`config.mk`:
```
export PLATFORM = sky130hd
export DESIGN_NAME = issue_pair_hold_buffer
export DESIGN_NICKNAME = d
export VERILOG_FILES = /design/src/rtl/iitb_ss_pkg.sv /design/src/rtl/issue_slot_reg.sv /design/src/rtl/issue_pair_hold_buffer.sv
export SDC_FILE = /design/constraint.sdc
export NUM_CORES = 1
export LEC_CHECK = 0
export CAP_MARGIN = 20
export CORE_MARGIN = 2
export CORE_UTILIZATION = 30
export CTS_CLUSTER_SIZE = 8
export DETAILED_ROUTE_END_ITERATION = 10
export HOLD_SLACK_MARGIN = 0.1
export MAX_ROUTING_LAYER = met4
export PLACE_DENSITY = 0.72
export SLEW_MARGIN = 20
export SYNTH_ARGS = -nofsm -noshare
export SYNTH_HDL_FRONTEND = slang
export SYNTH_SLANG_ARGS = --single-unit
```
`constraint.sdc`:
```
create_clock -name clock -period 1.8 [get_ports clock]
set_input_delay 0.27 -clock clock [delete_from_list [all_inputs] [get_ports clock]]
set_output_delay 0.27 -clock clock [all_outputs]
set_load 0.01 [all_outputs]
```
`src/rtl/iitb_ss_pkg.sv`:
```
// rtl/iitb_ss_pkg.sv - shared types and constants for the 2-wide issue pipe
package iitb_ss_pkg;

  typedef enum logic [1:0] {
    RUN   = 2'b00,
    SPLIT = 2'b01,
    STALL = 2'b10
  } hold_state_t;

  localparam logic [3:0] OP_LW  = 4'b0011;
  localparam logic [3:0] OP_LM  = 4'b0100;
  localparam logic [3:0] OP_JAL = 4'b1000;
  localparam logic [3:0] OP_JLR = 4'b1001;

  localparam int DEF_INST_W = 32;
  localparam int DEF_PC_W   = 16;

endpackage

```
`src/rtl/issue_slot_reg.sv`:
```
// rtl/issue_slot_reg.sv - one RF/EX slot: payload register plus qualified valid flop
module issue_slot_reg #(
  parameter int W = 32
) (
  input  logic         clock,
  input  logic         reset,
  input  logic         flush_i,
  input  logic         issue_i,
  input  logic [W-1:0] data_i,
  output logic [W-1:0] data_o,
  output logic         valid_o
);

  logic [W-1:0] data_q;
  logic         valid_q;

  // Payload follows ID/RF every cycle; only the valid bit carries issue meaning.
  always_ff @(posedge clock) begin
    if (reset) begin
      data_q  <= '0;
      valid_q <= 1'b0;
    end else begin
      data_q  <= data_i;
      valid_q <= issue_i & ~flush_i;
    end
  end

  assign data_o  = data_q;
  assign valid_o = valid_q;

endmodule

```
`src/rtl/issue_pair_hold_buffer.sv`:
```
// rtl/issue_pair_hold_buffer.sv - ID/RF to RF/EX issue register with split issue
// Optional performance counters enabled by IPHB_PERF_CNT_EN.
module issue_pair_hold_buffer
  import iitb_ss_pkg::*;
#(
  parameter int INST_W = DEF_INST_W,
  parameter int PC_W   = DEF_PC_W,
  parameter int CNT_W  = 16
) (
  input  logic              clock,
  input  logic              reset,
  input  logic              flush,
  input  logic              valid_next1,
  input  logic              valid_next2,
  input  logic              enable,
  input  logic [INST_W-1:0] id_inst1,
  input  logic [INST_W-1:0] id_inst2,
  input  logic [PC_W-1:0]   id_pc,
  input  logic              id_valid1,
  input  logic              id_valid2,
  output logic [INST_W-1:0] ex_inst1,
  output logic [INST_W-1:0] ex_inst2,
  output logic [PC_W-1:0]   ex_pc,
  output logic              ex_valid1,
  output logic              ex_valid2,
  output logic              id_advance,
  output logic [1:0]        hold_state,
  output logic              protocol_err,
  output logic [CNT_W-1:0]  stall_cycles,
  output logic [CNT_W-1:0]  split_pairs
);

  hold_state_t     state_q, state_d;
  logic            perr_q, perr_d;
  logic [PC_W-1:0] pc_q;
  logic            issue1, issue2;

  // In SPLIT slot 1 already left, so its staller grant is ignored.
  assign issue1 = (state_q != SPLIT) & id_valid1 & valid_next1;
  assign issue2 = id_valid2 & valid_next2 & enable;

  always_comb begin
    state_d = state_q;
    perr_d  = 1'b0;
    if (flush) begin
      state_d = RUN;
    end else if (enable) begin
      state_d = RUN;
      if ((state_q == SPLIT) && id_valid2 && !valid_next2) perr_d = 1'b1;
    end else begin
      if (state_q != SPLIT) state_d = (id_valid1 && valid_next1) ? SPLIT : STALL;
      if (id_valid2 && valid_next2) perr_d = 1'b1;
    end
  end

  always_ff @(posedge clock) begin
    if (reset) begin
      state_q <= RUN;
      perr_q  <= 1'b0;
      pc_q    <= '0;
    end else begin
      state_q <= state_d;
      perr_q  <= perr_d;
      pc_q    <= id_pc;
    end
  end

  issue_slot_reg #(.W(INST_W)) u_slot1 (
    .clock   (clock),
    .reset   (reset),
    .flush_i (flush),
    .issue_i (issue1),
    .data_i  (id_inst1),
    .data_o  (ex_inst1),
    .valid_o (ex_valid1)
  );

  issue_slot_reg #(.W(INST_W)) u_slot2 (
    .clock   (clock),
    .reset   (reset),
    .flush_i (flush),
    .issue_i (issue2),
    .data_i  (id_inst2),
    .data_o  (ex_inst2),
    .valid_o (ex_valid2)
  );

  assign ex_pc        = pc_q;
  assign id_advance   = enable | flush;
  assign hold_state   = state_q;
  assign protocol_err = perr_q;

`ifdef IPHB_PERF_CNT_EN
  logic [CNT_W-1:0] stall_q, split_q;

  always_ff @(posedge clock) begin
    if (reset) begin
      stall_q <= '0;
      split_q <= '0;
    end else begin
      if (!enable && !flush && (stall_q != '1)) stall_q <= stall_q + 1'b1;
      if (!flush && (state_q != SPLIT) && (state_d == SPLIT) && (split_q != '1))
        split_q <= split_q + 1'b1;
    end
  end

  assign stall_cycles = stall_q;
  assign split_pairs  = split_q;
`else
  assign stall_cycles = '0;
  assign split_pairs  = '0;
`endif

endmodule

```
Word-level counts from Yosys, hierarchy flattened
Index checks and enable logic that the tools add are counted.
- register bits: 85
- muxes and demuxes: 4
- equal/unequal tests: 2
- reduce and logical (&&, ||, !) cells: 7
- bitwise operators: 8
- operators with widths (kind ; number):
    1-bit bitwise AND ; 6
    1-bit logical AND ; 4
    1-bit 2-to-1 mux ; 3
    3-bit OR reduction ; 1
    2-bit by 1-bit == test with 1-bit output (second input constant) ; 1
    2-bit 2-to-1 mux ; 1
    2-bit by 1-bit inequality test with 1-bit output (second input constant) ; 1
    2-bit OR reduction ; 1
    1-bit zero test ; 1
    1-bit NOT ; 1
    1-bit bitwise OR ; 1

Longest topological paths before layout
- depth after elaboration: 5
- gate-level depth with buffers: 3
- mapped depth without buffers: 2

By module
From an unflattened synthesis, not the netlist that was laid out.
- cells, all modules: 220
- area, all modules: 2632.5 µm²
- modules (own cells, without submodules) (module ; cells each ; area an instance (µm²) ; sequential area each (µm²) ; times used):
    issue_slot_reg ; 69 ; 899.6 ; 660.6 ; 2
    issue_pair_hold_buffer ; 82 ; 833.3 ; 380.4 ; 1

Worst setup path after synthesis
No wires, ideal clock.
- path kind: flip-flop to flip-flop
- start point: register state_q[1], in the netlist hold_state[1]
- end point: register perr_q, in the netlist protocol_err
- arrival: 0.809 ns
- required time: 1.684 ns
- stages on the path, launching flop included: 3
- setup time: 0.116 ns
- path slack: 0.875 ns
- path through: dfxtp_1 > and4bb_2 > o211a_1
- word-level cells in the longest chain between the ends: 5
- ends and longest elaborated chain (element ; line ; source):
    from (decl) ; issue_pair_hold_buffer.sv:33 ; hold_state_t state_q, state_d;
    from (signal assigned) ; issue_pair_hold_buffer.sv:62 ; state_q <= state_d;
    2-bit by 1-bit == test with 1-bit output ; issue_pair_hold_buffer.sv:49 ; if ((state_q == SPLIT) && id_valid2 && !valid_next2) perr_d = 1'b1;
    1-bit logical AND (2 in series) ; issue_pair_hold_buffer.sv:49 ;
    1-bit 2-to-1 mux ; issue_pair_hold_buffer.sv:49 ;
    1-bit 2-to-1 mux ; issue_pair_hold_buffer.sv:47 ; end else if (enable) begin
    to (signal assigned) ; issue_pair_hold_buffer.sv:63 ; perr_q <= perr_d;
    to (decl) ; issue_pair_hold_buffer.sv:34 ; logic perr_q, perr_d;
Every way passes these cells.
A chain may end at the register's enable or synchronous reset.

Worst setup path in the final report
- start point: input flush
- end point: output id_advance
- word-level cells in the longest chain between the ends: 1
- ends and longest elaborated chain (element ; line ; source):
    from (decl) ; issue_pair_hold_buffer.sv:12 ; input logic flush,
    1-bit bitwise OR ; issue_pair_hold_buffer.sv:89 ; assign id_advance = enable | flush;
    to (decl) ; issue_pair_hold_buffer.sv:26 ; output logic id_advance,
Every way passes these cells.

==> flow_metrics.env <==
export IMPL_ys_ff_latch=85
export IMPL_cap_violations=0
export IMPL_min_from="reset"
export IMPL_clkTransAtPathRegs_ns=0.09
export IMPL_synth_edf_count=0
export IMPL_start_util_pct=30.4
export IMPL_finalCriticalPeriod_ns=1.77
export IMPL_relSlewSlack_pct=61.2
export IMPL_cts_root_buffer="clkbuf_8"
export IMPL_final_nets=486
export IMPL_fill_cells=753
export IMPL_cts_htree_levels=3
export IMPL_avgSynthCellArea_um2=11.9
export IMPL_syn_inst=220
export IMPL_critPathSlowestCell="clkdlybuf4s50_1"
export IMPL_cp_required_ns=1.53
export IMPL_finalInstanceArea_um2=4580
export IMPL_area_growth_pct=75.4
export IMPL_grt_max_degree=37
export IMPL_critPathBufInv=2
export IMPL_dp_hpwl_um=4840
export IMPL_rrSetupSlack_ns=0.86
export IMPL_syn_area_um2=2610
export IMPL_routed_top_layer="met4"
export IMPL_setup_viol=0
export IMPL_synth_ff_type="dfxtp_1"
export IMPL_reg2reg_depth=2
export IMPL_first_global_vias=1950
export IMPL_die_area_um2=9460
export IMPL_r2r_start="hold_state[1]$_SDFFE_PP0P_"
export IMPL_coreArea_um2=8590
export IMPL_overflow=0
export IMPL_cts_hold_buf=0
export IMPL_worstPathArrival_ns=1.50
export IMPL_swShare_pct=21.3
export IMPL_synthArstFlopShare_pct=0
export IMPL_internal_power_w=0.00331
export IMPL_drive_gt1_share_pct=6.22
export IMPL_die_height_um=97.3
export IMPL_post_cts_buffers=0
export IMPL_vias_per_cell=3.87
export IMPL_io_pin_count=206
export IMPL_clock_path_buffers=2
export IMPL_ctsResizeCount=0
export IMPL_clock_skew_ns=0.000772
export IMPL_synth_warnings=0
export IMPL_start_kind="input port"
export IMPL_drtIter0Drc=10
export IMPL_path_cells="clkdlybuf4s50_1 > or2_2 > clkdlybuf4s50_1"
export IMPL_synth_top_cells_by_count="dfxtp_1 (85), nor2b_1 (82), buf_4 (32), buf_2 (7), buf_6 (2)"
export IMPL_crit_top_cell="clkdlybuf4s50_1"
export IMPL_diodes=0
export IMPL_yosys_area_top_type="dfxtp_1"
export IMPL_rr_endpoint="protocol_err$_SDFF_PP0_"
export IMPL_numCtsBuffers=9
export IMPL_io_buffers=173
export IMPL_criticalPathCategory="in2out"
export IMPL_synth_most_common_cell="dfxtp_1"
export IMPL_met2_length_um=3200
export IMPL_cts_sinks=85
export IMPL_pwr_share_clk_pct=38.8
export IMPL_wl_met1_um=2580
export IMPL_p_seq_share_pct=47.6
export IMPL_status="completed"
export IMPL_worst_pin_slew_ns=0.582
export IMPL_clkLatencyLatePin_ns=0.34
export IMPL_irDropWorstVdd_v=0.000481
export IMPL_drtAntennaViolNets=0
export IMPL_grt_pass1_wl_um=10000
export IMPL_cpPeakStageDelay_ns=0.48
export IMPL_holdPathStages=2
export IMPL_finalHoldViolCount=0
export IMPL_cp_end_kind="output port"
export IMPL_drcViolationCount=0
export IMPL_ys_top_cells_by_area="dfxtp_1 (65%), nor2b_1 (20%), buf_4 (9.2%)"
export IMPL_netSwitchingPower_w=0.000895
export IMPL_p_comb_share_pct=13.6
export IMPL_finalSetupTns_ns=0
export IMPL_wl_per_cell_um=12.5
export IMPL_track_usage_pct=14.0
export IMPL_routed_wl_um=6380
export IMPL_p_leak_nw=1.83
export IMPL_fmax_mhz=565
export IMPL_critPathTopFamily="buffers and inverters"
export IMPL_vias=1974
export IMPL_hold_path_class="in2reg"
export IMPL_cts_tree="yes"
export IMPL_fp_dieW_um=97.3
export IMPL_maxSlewViolCount=0
export IMPL_netlist_area_leader_share_pct=65.2
export IMPL_cp_max_fo=2
export IMPL_synth_seq_area_share_pct=65.2
export IMPL_hold_end="u_slot2.data_o[29]$_SDFF_PP0_"
export IMPL_route_met3_wl_um=494
export IMPL_ys_types=17
export IMPL_finalCritPeriodShare_pct=98.2
export IMPL_dr_pass1_iters=4
export IMPL_gp_congestion=0.795
export IMPL_dpl_cell_area_um2=4330
export IMPL_power_density_nw_per_um2=920
export IMPL_placementRows=34
export IMPL_antenna_found_initial=0
export IMPL_rsz0062_at_grt="false"
-- area by class of cell --
class                      count  area, um^2  share of cell area (%)
clock buffer                  10         138                    3.01
clock inverter                 5         108                    2.35
multi-input combinational    125         726                    15.9
sequential                    85        1700                    37.2
tap                          108         135                    2.95
timing repair buffer         177        1770                    38.7
-- state kept, by name, indices dropped and copies added, names as in the netlist --
signal	count
u_slot1.data_o	32
u_slot2.data_o	32
ex_pc	16
hold_state	2
protocol_err	1
u_slot1.valid_o	1
u_slot2.valid_o	1
-- worst max-delay path by stage --
stage | slack (ns) | from | to | depth (start not counted)
after floorplan | 0.87 | hold_state[1]$_SDFFE_PP0P_ | protocol_err$_SDFF_PP0_ | 2
after global placement | 0.02 | flush | id_advance | 3
after detailed placement | 0.03 | flush | id_advance | 3
after CTS | 0.03 | flush | id_advance | 3
after global routing | 0.02 | flush | id_advance | 3
final | 0.03 | flush | id_advance | 3
-- worst register-to-register path, delay by kind of cell (launching register included) --
family,cells,cell delay (ns)
and+or+nand+nor,1,0.24
AOI/OAI and AO/OA,1,0.22
DFF,1,0.38
-- power by group through the flow --
stage | Combinational [W] | Clock, W | Sequential, W
after floorplan | 0.000177 | 0 | 0.00210
after global placement | 0.000572 | 0 | 0.00205
after detailed placement | 0.000576 | 0 | 0.00205
after CTS | 0.000580 | 0.00170 | 0.00200
after global routing | 0.000612 | 0.00177 | 0.00201
final | 0.000573 | 0.00163 | 0.00200
-- per-stage QoR --
step	power, W	hold WS (ns)	cells	worst slack, ns	utilization, %
final	0.00421	0.418	510	0.0316	53.3
after global routing	0.00440	0.433	510	0.0187	53.3
after CTS	0.00428	0.414	510	0.0304	53.3
after detailed placement	0.00263	0.499	495	0.0304	50.4
after global placement	0.00262	0.497	495	0.0190	50.4
after floorplan	0.00228	0.344	251	0.875	-
-- per-layer routing --
metal  GRT usage, %  up-vias
met1           15.1      879
met3           4.17       12
li1               -      957
met4           5.24        0
met2           24.3      126
met5              -        -
-- kinds of logic (layout without fill, tap and decap cells) --
| kind of cell | count (synthesis) | count (layout) | share of synthesized area [%] |
|---|---|---|---|
| buffers and inverters | 41 | 192 | 11.4 |
| flip-flops | 85 | 85 | 65.2 |
| AND/OR/NAND/NOR | 91 | 91 | 22.6 |
| other | 1 | 32 | 0.144 |
| AO/OA/AOI/OAI | 2 | 2 | 0.575 |
-- layout by cell type (no fill, tap or decap), types with 3 or more instances in the layout --
master and count:
buf_4 3, nor2b_1 82, conb_1 32, clkdlybuf4s50_1 172, dfxtp_1 85, clkbuf_8 10
bufinv_16 3
Power figures use the tool's default switching activity.
